[config.mk]
export PLATFORM = sky130hd
export DESIGN_NAME = spi_rx_flat
export DESIGN_NICKNAME = d
export VERILOG_FILES = /design/src/rtl/spi_pkg.sv /design/src/rtl/spi_rx_if.sv /design/src/rtl/spi_sync.sv /design/src/rtl/spi_rx.sv /design/src/flat_wrapper.sv
export SDC_FILE = /design/constraint.sdc
export NUM_CORES = 1
export LEC_CHECK = 0
export CAP_MARGIN = 30
export CORE_ASPECT_RATIO = 0.9
export CORE_MARGIN = 10
export CORE_UTILIZATION = 55
export CTS_BUF_LIST = sky130_fd_sc_hd__clkbuf_8
export CTS_CLUSTER_DIAMETER = 60
export DETAILED_ROUTE_END_ITERATION = 10
export PLACE_DENSITY = 0.89
export SETUP_SLACK_MARGIN = 0.15
export SKIP_LAST_GASP = 1
export SYNTH_ARGS = -nofsm -noshare
export SYNTH_HDL_FRONTEND = slang
export SYNTH_SLANG_ARGS = --single-unit
[constraint.sdc]
create_clock -name clk_i -period 3.5 [get_ports clk_i]
set_input_delay 0.35 -clock clk_i [delete_from_list [all_inputs] [get_ports clk_i]]
set_output_delay 0.35 -clock clk_i [all_outputs]
set_load 0.05 [all_outputs]
[src/rtl/spi_pkg.sv]
// spi_pkg: shared types and defaults for the SPI receive path.
// Imported by spi_rx, spi_sync and spi_rx_if.
package spi_pkg;

    typedef enum logic {
        SPI_RX_IDLE,
        SPI_RX_SHIFT
    } spi_rx_state_e;

    localparam int SPI_DATA_W = 8;

endpackage

[src/rtl/spi_rx_if.sv]
// spi_rx_if: received-word valid/ready port plus error pulses.
// master = spi_rx side, slave = command decoder side.
interface spi_rx_if
    import spi_pkg::*;
#(
    parameter int DATA_W = SPI_DATA_W
);

    logic [DATA_W-1:0] data_o;
    logic              valid_o;
    logic              ready_i;
    logic              overrun_o;
    logic              frame_err_o;

    modport master (
        output data_o,
        output valid_o,
        output overrun_o,
        output frame_err_o,
        input  ready_i
    );

    modport slave (
        input  data_o,
        input  valid_o,
        input  overrun_o,
        input  frame_err_o,
        output ready_i
    );

endinterface

[src/rtl/spi_sync.sv]
// spi_sync: STAGES-deep flop synchronizer with a configurable reset value.
// Used once per asynchronous SPI pad input.
module spi_sync
    import spi_pkg::*;
#(
    parameter int   STAGES  = 2,
    parameter logic RST_VAL = 1'b0
) (
    input  logic clk_i,
    input  logic rst_i,
    input  logic d_i,
    output logic q_o
);

    logic [STAGES-1:0] ff;

    always_ff @(posedge clk_i) begin
        if (rst_i) begin
            ff <= {STAGES{RST_VAL}};
        end else begin
            ff <= {ff[STAGES-2:0], d_i};
        end
    end

    assign q_o = ff[STAGES-1];

endmodule

[src/rtl/spi_rx.sv]
// spi_rx: SPI mode-0 receiver, MSB first, single-entry output holding register.
// Optional partial-word idle timeout: define SPI_RX_TIMEOUT_EN.
module spi_rx
    import spi_pkg::*;
#(
    parameter int DATA_W         = SPI_DATA_W,
    parameter int SYNC_STAGES    = 2,
    parameter int TIMEOUT_CYCLES = 64
) (
    input  logic     clk_i,
    input  logic     rst_i,
    input  logic     sclk_i,
    input  logic     cs_n_i,
    input  logic     mosi_i,
    spi_rx_if.master rx
);

    localparam int CNT_W = $clog2(DATA_W);
    localparam logic [CNT_W-1:0] LAST = CNT_W'(DATA_W - 1);

    if (DATA_W < 2 || SYNC_STAGES < 2 || TIMEOUT_CYCLES < 1) begin : g_bad_param
        $error("spi_rx: DATA_W, SYNC_STAGES or TIMEOUT_CYCLES out of range");
    end

    logic sclk_s, cs_n_s, mosi_s, sclk_prev, rise;

    spi_sync #(.STAGES(SYNC_STAGES), .RST_VAL(1'b0)) u_sync_sclk (
        .clk_i(clk_i), .rst_i(rst_i), .d_i(sclk_i), .q_o(sclk_s)
    );
    spi_sync #(.STAGES(SYNC_STAGES), .RST_VAL(1'b1)) u_sync_cs_n (
        .clk_i(clk_i), .rst_i(rst_i), .d_i(cs_n_i), .q_o(cs_n_s)
    );
    spi_sync #(.STAGES(SYNC_STAGES), .RST_VAL(1'b0)) u_sync_mosi (
        .clk_i(clk_i), .rst_i(rst_i), .d_i(mosi_i), .q_o(mosi_s)
    );

    always_ff @(posedge clk_i) begin
        if (rst_i) sclk_prev <= 1'b0;
        else       sclk_prev <= sclk_s;
    end

    assign rise = sclk_s & ~sclk_prev;

    spi_rx_state_e    state_q, state_d;
    logic [CNT_W-1:0] bit_cnt;
    logic [DATA_W-1:0] shreg, word;
    logic start, shift_en, complete, abort, ferr_d, timeout;

    assign word = {shreg[DATA_W-2:0], mosi_s};

`ifdef SPI_RX_TIMEOUT_EN
    localparam int IW = $clog2(TIMEOUT_CYCLES + 1);
    logic [IW-1:0] idle_cnt;
    logic          idle_run;

    assign idle_run = (state_q == SPI_RX_SHIFT) && !cs_n_s && !rise
                   && (bit_cnt != LAST);
    assign timeout  = idle_run && (idle_cnt == IW'(TIMEOUT_CYCLES - 1));

    always_ff @(posedge clk_i) begin
        if (rst_i || !idle_run || timeout) idle_cnt <= '0;
        else                               idle_cnt <= idle_cnt + 1'b1;
    end
`else
    assign timeout = 1'b0;
`endif

    always_ff @(posedge clk_i) begin
        if (rst_i) state_q <= SPI_RX_IDLE;
        else       state_q <= state_d;
    end

    always_comb begin
        state_d = state_q;
        unique case (state_q)
            SPI_RX_IDLE:  if (!cs_n_s) state_d = SPI_RX_SHIFT;
            SPI_RX_SHIFT: if (cs_n_s)  state_d = SPI_RX_IDLE;
        endcase
    end

    // completion outranks a simultaneous cs_n release
    always_comb begin
        start    = 1'b0;
        complete = 1'b0;
        abort    = 1'b0;
        shift_en = 1'b0;
        ferr_d   = 1'b0;
        unique case (state_q)
            SPI_RX_IDLE: begin
                start = !cs_n_s;
            end
            SPI_RX_SHIFT: begin
                complete = rise && (bit_cnt == '0);
                abort    = cs_n_s && !complete;
                shift_en = rise && !abort;
                ferr_d   = (abort && (bit_cnt != LAST)) || timeout;
            end
        endcase
    end

    always_ff @(posedge clk_i) begin
        if (rst_i) begin
            shreg   <= '0;
            bit_cnt <= LAST;
        end else if (start || abort || timeout) begin
            shreg   <= '0;
            bit_cnt <= LAST;
        end else if (shift_en) begin
            shreg   <= word;
            bit_cnt <= complete ? LAST : bit_cnt - 1'b1;
        end
    end

    always_ff @(posedge clk_i) begin
        if (rst_i) begin
            rx.data_o      <= '0;
            rx.valid_o     <= 1'b0;
            rx.overrun_o   <= 1'b0;
            rx.frame_err_o <= 1'b0;
        end else begin
            rx.frame_err_o <= ferr_d;
            rx.overrun_o   <= complete && rx.valid_o && !rx.ready_i;
            if (complete && (!rx.valid_o || rx.ready_i)) begin
                rx.data_o  <= word;
                rx.valid_o <= 1'b1;
            end else if (rx.ready_i) begin
                rx.valid_o <= 1'b0;
            end
        end
    end

endmodule
[src/flat_wrapper.sv]
// flat-port wrapper written by rule: the top's interface ports become plain ports
module spi_rx_flat import spi_pkg::*;
#(
    parameter int DATA_W         = SPI_DATA_W,
    parameter int SYNC_STAGES    = 2,
    parameter int TIMEOUT_CYCLES = 64
)
  (clk_i, rst_i, sclk_i, cs_n_i, mosi_i, rx_data_o, rx_valid_o, rx_overrun_o, rx_frame_err_o, rx_ready_i);
  spi_rx_if #(.DATA_W(DATA_W)) rx_i ();
  input  logic clk_i;
  input  logic rst_i;
  input  logic sclk_i;
  input  logic cs_n_i;
  input  logic mosi_i;
  output wire logic [$bits(rx_i.data_o)-1:0] rx_data_o;
  output wire logic [$bits(rx_i.valid_o)-1:0] rx_valid_o;
  output wire logic [$bits(rx_i.overrun_o)-1:0] rx_overrun_o;
  output wire logic [$bits(rx_i.frame_err_o)-1:0] rx_frame_err_o;
  input wire logic [$bits(rx_i.ready_i)-1:0] rx_ready_i;
  assign rx_data_o = rx_i.data_o;
  assign rx_valid_o = rx_i.valid_o;
  assign rx_overrun_o = rx_i.overrun_o;
  assign rx_frame_err_o = rx_i.frame_err_o;
  assign rx_i.ready_i = rx_ready_i;
  spi_rx #(.DATA_W(DATA_W), .SYNC_STAGES(SYNC_STAGES), .TIMEOUT_CYCLES(TIMEOUT_CYCLES)) u_core (.clk_i(clk_i), .rst_i(rst_i), .sclk_i(sclk_i), .cs_n_i(cs_n_i), .mosi_i(mosi_i), .rx(rx_i));
endmodule
# == Word-level counts from Yosys, hierarchy flattened ==
# Cells that the tools add are included.
# Widths: inputs -> output; s select.
# op_classes
n_reduce_logical,18
bitwise,3
n_addsub,1
eq_ne,1
mux,8
# op_table
op,n
$logic_and 1x1->1,7
$mux 1,7
$logic_not 1->1,5
$reduce_or 2->1,2
$logic_not 3->1,1
$mux 3,1
$ne 3x3->1 const B,1
$sub 3x1->3 const B,1
$logic_or 1x1->1,2
$not 1->1,2
$reduce_bool 2->1,1
$and 1x1->1,1
# word_totals
reg_bits,29
wordCells,42
inputBits,6
output_inout_bits,11

# == Depth between registers and ports, before layout ==
# Gate-level depths: netlist (run 1).
# depth
ltp_word,8
ltp_mapped,7
depth_no_buf,6

# == Modules after synthesis ==
# Synthesis (run 1) repeated with hierarchy kept, for this count alone.
# unflattened
hier_cells,102
hier_area_um2,1062.3
# modules_own_cells
module,seq_area_each_um2,cells_per_inst,area_each_um2,n_inst
spi_rx,460.4,90,904.6,1
spi_sync,40.0,4,52.6,3

# == Worst setup path after synthesis (run 1) ==
# Ideal clock, no wire load.
# synth_timing
path_type,flip-flop to flip-flop
start,register u_core.bit_cnt[0]
end,register u_core.bit_cnt[2]
path_stages_with_launch,8
path_buffers,1
t_required_ns,3.378
arrival_time_ns,1.528
setup_ns,0.122
setup_slack_ns,1.850
period_less_slack_ns,1.650
cell_sequence,dfxtp_1 > inv_1 > ha_1 > nor2b_2 > a21oi_1 > or3_1 > buf_6 > a221o_1
# synth_between
elab_chain_cells,7
word_cells_on_any_way,13
cone_classes,add/sub (1); mux (4); reduce/logical (8)
# synth_rtl
item,line,rtl
from (decl),spi_rx.sv:45,logic [CNT_W-1:0] bit_cnt;
from (signal assigned),spi_rx.sv:110,bit_cnt <= complete ? LAST : bit_cnt - 1'b1;
$logic_not 3->1,spi_rx.sv:93,complete = rise && (bit_cnt == '0);
$logic_and 1x1->1,spi_rx.sv:93,
$logic_not 1->1,spi_rx.sv:94,abort = cs_n_s && !complete;
$logic_and 1x1->1,spi_rx.sv:94,
$mux 1 or $logic_not 1->1 (tied branches),"spi_rx.sv:88, spi_rx.sv:95",
$logic_or 1x1->1 or $logic_and 1x1->1 (tied branches),"spi_rx.sv:105, spi_rx.sv:95",
$reduce_or 2->1 (no source line) or $mux 1 (tied branches),-,
# Parallel ways exist; a longest one is shown, timed or not.
# A chain may end at the register's enable or synchronous reset.

# == Worst setup path in the final report (run 1) ==
# layout_timing
start,input port rst_i
end,register u_core.bit_cnt[2]
# layout_between
elab_chain_cells,1
# layout_rtl
item,line,rtl
from (decl),flat_wrapper.sv:11,input logic rst_i;
$reduce_or 2->1 (no source line),-,
# Every way passes these cells.

==> results.cfg, run 1 <==
[floorplan]
die_w_um = 66.4
die-area_mm2 = 0.00410
ios = 17
start_util_pct = 56.8
placementRows = 15
die_y_um = 61.8
coreArea_mm2 = 0.00188

[sta]
slew_headroom_pct = 54.9
max_freq_mhz = 521
fin_worst_skew_ns = 0.00446
hold_viol = 0
rsz0062_at_grt = no
drv_slew = 0
setup_tns_ns = 0
fin_crit_ns = 1.92
timing_worst_slew_pin_value_ns = 0.675
fin_crit_sh_pct = 54.9
setup_viol = 0

[yosys]
postSynthCellCount = 103
syn_nets = 112
avgSynthCellArea_um2 = 10.3
ys_seq_elements = 29
ys_seq_area_share_pct = 54.5
ys_warn_count = 0
yosysUniqueCellTypes = 25
synth_area_mm2 = 0.00107

[global_route]
grt_first_pass_wirelength_um = 3020
grt_max_degree = 21
grt_use_total_pct = 10.0
antenna_found_initial = 0
grt_pass1_vias = 691
grt.overflow.total = 0

[setup_path]
critPathTopFamily = buffers and inverters
crit_chain = clkdlybuf4s50_1 -> or3_1 -> a221o_1
critPathMaxStageDelay_ns = 0.76
cp_max_fo = 20
worstSetupEndpointType = flop
cp.required_ns = 3.66
cp-start-kind = input pin
cpMaxStageDelayCell = clkdlybuf4s50_1
path_buf_inv = 1
worstPathArrival_ns = 2.08
critical_path_class = input pin to flop

[finish]
nets = 131
antenna_cells = 0
syn_to_final_growth_pct = 23.5
final_core_util_pct = 70.1
drive_gt1_share_pct = 9.76

[clock_network]
holdBufCountCts = 0
clk_latency_ns = 0.27
cts_tree = done
post_cts_buffers = 0
cts_max_path_buffers = 2
cts.reportedPaths.clkPinSlew_ns = 0.06
cts_resized = 0
cts_root_buf = clkbuf_8
clock_sinks = 29
htreeDepth = 2
cts_buffers = 5

[route]
drt_iter0_drc = 10
wl_um = 1840
vias_per_cell = 4.96
wl_per_cell_um = 12.5
num_vias = 734
postRouteAntennaNets = 0
drcViolationCount = 0
drt_pass1_iterations = 4

[power_and_ir_drop]
ir_drop_uv = 368
p_leak_uw = 0.000493
p_per_area_mw_per_mm2 = 458

[outcome]
status = complete, no violations

[worst_hold_path]
hold_class = flop to flop

[placed_design]
gp_congestion = 0.804
place_hpwl_um = 1260
portBuffers = 16

[flow_run]
maxCapViolCount = 0
where the power goes:
group	internal [uW]	switching, uW	leakage (uW)
Clock	134	118	0.0000491
Sequential	334	1.79	0.000235
Combinational	8.49	7.13	0.000209
cells by family (layout without fill, tap and decap cells):
kind of cell	count (synthesis)	in the layout	share of synthesized area [%]
AND/OR/NAND/NOR	42	42	19.5
flip-flops	29	29	54.5
multiplexers	16	16	15.0
buffers and inverters	7	27	3.64
AO/OA/AOI/OAI	6	6	3.87
adder cells (fa/ha/maj)	3	3	3.52
worst register-to-register path, cell delays in order (launching register included):
cell and delay (ns):
dfxtp_1 0.33, inv_1 0.11, ha_1 0.19, nand2b_1 0.13, a21oi_2 0.56, nand2_1 0.11
a221o_1 0.36
cell usage in the layout (no fill, tap or decap), types with 2 or more instances in the layout:
cell,instances
ha_1,3
inv_1,3
or2_2,2
nand2_1,3
nor2b_1,6
clkinv_2,2
nand2b_1,3
dfxtp_1,29
a21oi_1,3
nor2_1,20
clkbuf_8,5
mux2i_1,16
clkdlybuf4s50_1,16
cells in the mapped netlist:
master / number / area (um2)
mux2i_1: 16 / 160
nor2b_2: 1 / 8.76
ha_1: 3 / 37.5
nand2b_1: 3 / 18.8
buf_2: 1 / 5.00
nor3_1: 1 / 5.00
a21oi_2: 1 / 8.76
nor3b_1: 1 / 7.51
and2_1: 1 / 6.26
a21oi_1: 3 / 15.0
clkbuf_1: 2 / 7.51
nor2_1: 20 / 75.1
buf_6: 1 / 11.3
buf_4: 1 / 7.51
inv_1: 2 / 7.51
nor4_1: 1 / 6.26
nor2b_1: 6 / 37.5
or2_2: 2 / 12.5
nand3b_1: 1 / 7.51
nand3_1: 1 / 5.00
or3_1: 1 / 6.26
a221o_1: 1 / 10.0
nand2_1: 3 / 11.3
dfxtp_1: 29 / 581
o21bai_1: 1 / 7.51
state kept, by name (all words and copies together), names as in the netlist:
signal	flops
u_core.sclk_prev	1
u_core.bit_cnt	3
u_core.shreg	7
u_core.rx.frame_err_o	1
u_core.rx.valid_o	1
u_core.u_sync_cs_n.ff	2
u_core.u_sync_sclk.ff	2
u_core.rx.data_o	8
u_core.state_q	1
u_core.rx.overrun_o	1
u_core.u_sync_mosi.ff	2
layout make-up:
type | instances | area (um2)
Inverter | 2 | 7.51
Sequential cell | 29 | 581
Clock inverter | 3 | 13.8
Clock buffer | 5 | 68.8
Tap cell | 25 | 31.3
Fill cell | 141 | 561
Timing Repair Buffer | 17 | 168
Multi-Input combinational cell | 67 | 447
path summary, 6_finish.rpt:
check	from	end	slack, ns	cells after the start
min reg2reg	u_core.u_sync_cs_n.ff[0]	u_core.u_sync_cs_n.ff[1]	0.41	1
min	u_core.u_sync_cs_n.ff[0]	u_core.u_sync_cs_n.ff[1]	0.41	1
max reg2reg	u_core.bit_cnt[0]	u_core.bit_cnt[2]	1.58	6
max	rst_i	u_core.bit_cnt[2]	1.58	3
metal layers:
layer	up-vias	routed length (um)	GRT usage, %	part of all wire, %
met2	18	871	16.1	47
met4	0	57	8.06	3.1
li1	374	-	-	-
met5	-	0	0	0
met1	336	801	10.4	43
met3	6	114	3.94	6.2
stage by stage:
stage | area (um2) | hold slack (ns) | setup WS (ns) | cells | total power, uW
detailed placement | 1230 | 0.397 | 1.32 | 140 | 358
CTS | 1320 | 0.410 | 1.59 | 148 | 606
global route | 1320 | 0.422 | 1.46 | 148 | 627
floorplan | 1070 | 0.389 | 1.85 | 103 | 353
global placement | 1230 | 0.394 | 1.34 | 140 | 358
finish | 1320 | 0.408 | 1.58 | 148 | 603
(Power assumes the default switching activity.)
==> inputs of run 2 (changes only) <==
--- a/config.mk
+++ b/config.mk
@@ -8,11 +8,11 @@
 export CAP_MARGIN = 30
 export CORE_ASPECT_RATIO = 0.9
 export CORE_MARGIN = 10
-export CORE_UTILIZATION = 55
+export CORE_UTILIZATION = 54
 export CTS_BUF_LIST = sky130_fd_sc_hd__clkbuf_8
 export CTS_CLUSTER_DIAMETER = 60
 export DETAILED_ROUTE_END_ITERATION = 10
-export PLACE_DENSITY = 0.89
+export PLACE_DENSITY = 0.87
 export SETUP_SLACK_MARGIN = 0.15
 export SKIP_LAST_GASP = 1
 export SYNTH_ARGS = -nofsm -noshare
==> constraint.sdc (replaced) <==
create_clock -name clk_i -period 1.9 [get_ports clk_i]
set_input_delay 0.19 -clock clk_i [delete_from_list [all_inputs] [get_ports clk_i]]
set_output_delay 0.19 -clock clk_i [all_outputs]
set_load 0.05 [all_outputs]
==> results.cfg, run 2 (synthesized netlist as in run 1, its figures left out) <==
[route]
drt_iter0_drc = 9
postRouteAntennaNets = 0
num_vias = 786
vias_per_cell = 5.21
wl_per_cell_um = 14.1
drcViolationCount = 0
drt_pass1_iterations = 5
wl_um = 2130

[outcome]
status = complete, no violations

[worst_hold_path]
worstHoldStart = u_core.u_sync_cs_n.ff[0]
hold_class = flop to flop
min_to = u_core.u_sync_cs_n.ff[1]
min_path_cells = 1

[clock_network]
htreeDepth = 2
cts_max_path_buffers = 2
cts.reportedPaths.clkPinSlew_ns = 0.06
cts_root_buf = clkbuf_8
post_cts_buffers = 0
cts_buffers = 5
clk_latency_ns = 0.27
cts_tree = done
clock_sinks = 29

[global_route]
top_usage_layer = met2
antenna_found_initial = 0
grt.overflow.total = 0
grt_max_degree = 20
use_met1_pct = 11.4
grt_first_pass_wirelength_um = 3470
use_met3_pct = 6.09
use_met2_pct = 16.4
grt_use_total_pct = 10.8
grt_pass1_vias = 799

[sta]
rsz0062_at_grt = no
fin_crit_ns = 1.68
timing_worst_slew_pin_value_ns = 0.502
fin_worst_skew_ns = 0.00316
setup_viol = 0
drv_slew = 0
fin_crit_sh_pct = 88.4
max_freq_mhz = 596
slew_headroom_pct = 66.4
setup_tns_ns = 0
hold_viol = 0

[finish]
multi_input_area_um2 = 472
largestRegisters = u_core.rx.data_o: 8 flops, u_core.shreg: 7 flops, u_core.bit_cnt: 3 flops
largest_reg_flops = 8
largest_register = u_core.rx.data_o
antenna_cells = 0
final_cell_mix = dfxtp_1 (29), nor2_1 (20), mux2i_1 (16), clkdlybuf4s50_1 (16)
drive_gt1_share_pct = 15.1
syn_to_final_growth_pct = 29.0
fill_cells = 145
nets = 135
layout_commonest_cell = dfxtp_1
final-seq-area_um2 = 581

[placed_design]
place_hpwl_um = 1390
portBuffers = 16
gp_congestion = 0.800

[power_and_ir_drop]
p_per_area_mw_per_mm2 = 827
clkPwrFrac_pct = 42.4
switchingPower_uw = 221
comb_power_share_pct = 3.1
sw_frac_of_total_pct = 19.4
ir_drop_uv = 593
pwr-share-seq_pct = 54.5
p_int_uw = 916
total_power_uw = 1140
p_leak_uw = 0.000510

[setup_path]
r2r_cells = 6
cp.required_ns = 2.06
r2r_end = u_core.bit_cnt[2]
cp_max_fo = 4
worstPathArrival_ns = 1.84
worstSetupEndpointType = flop
ff2ff_setup_slack_ns = 0.22
reg2reg_from = u_core.bit_cnt[1]
critical_path_class = flop to flop
cp-start-kind = flop

[floorplan]
ios = 17
die_y_um = 62.2
coreArea_mm2 = 0.00190
die_w_um = 66.8
start_util_pct = 56.2
placementRows = 15
die-area_mm2 = 0.00415

[flow_run]
maxCapViolCount = 0
==> run 2: stage by stage <==
stage                     utilization, %  setup slack (ns)  std cells  cell area, um2  hold WS (ns)
after floorplan                        -             0.250        103            1070         0.294
after global placement              66.7             0.241        144            1260         0.396
after detailed placement            66.7             0.188        144            1260         0.404
after CTS                           71.2             0.168        151            1350         0.419
after global routing                72.5             0.133        151            1380         0.435
final                               72.5             0.221        151            1380         0.417
==> run 2: cell type report <==
| class | instances | share of cell area (%) |
|---|---|---|
| flip-flops and latches | 29 | 42.2 |
| multi-input cells | 67 | 34.3 |
| inverters | 2 | 0.546 |
| clock inverters | 1 | 0.273 |
| clock buffers | 6 | 6.01 |
| repair buffers | 21 | 14.4 |
| well taps | 25 | 2.27 |
==> run 2: power by group through the flow <==
stage                     clock [uW]  sequential (uW)  combinational [uW]
after global routing             528              620                38.3
after detailed placement           0              632                32.7
after CTS                        501              619                32.8
after global placement             0              632                32.5
after floorplan                    0              631                19.6
final                            483              620                34.9
==> run 2: per-layer routing <==
metal	wire, um	vias to the layer above
li1	-	384
met1	864	358
met2	1020	35
met3	158	9
met4	78	0
met5	0	-
==> run 2: how the worst max path moves through the flow <==
stage | startpoint | endpoint | cells after the start
floorplan | u_core.bit_cnt[0] | u_core.bit_cnt[2] | 7
global placement | rx_ready_i | u_core.rx.data_o[4] | 6
detailed placement | u_core.bit_cnt[0] | u_core.bit_cnt[2] | 6
CTS | u_core.bit_cnt[0] | u_core.bit_cnt[2] | 6
global route | u_core.bit_cnt[1] | u_core.shreg[0] | 7
finish | u_core.bit_cnt[1] | u_core.bit_cnt[2] | 6
==> run 2: critical path, cell delays in order, from the launching register on <==
cell	delay (ns)
dfxtp_1	0.33
inv_1	0.10
ha_2	0.20
nor2b_4	0.17
a21oi_1	0.10
or3_4	0.40
a221o_1	0.26
==> run 2: repair_timing <==
action,4_1_cts,5_1_grt
endpoints found under the setup margin,0,18
hold buffers,0,0
resized for setup,0,6
hold endpoints to repair,0,0
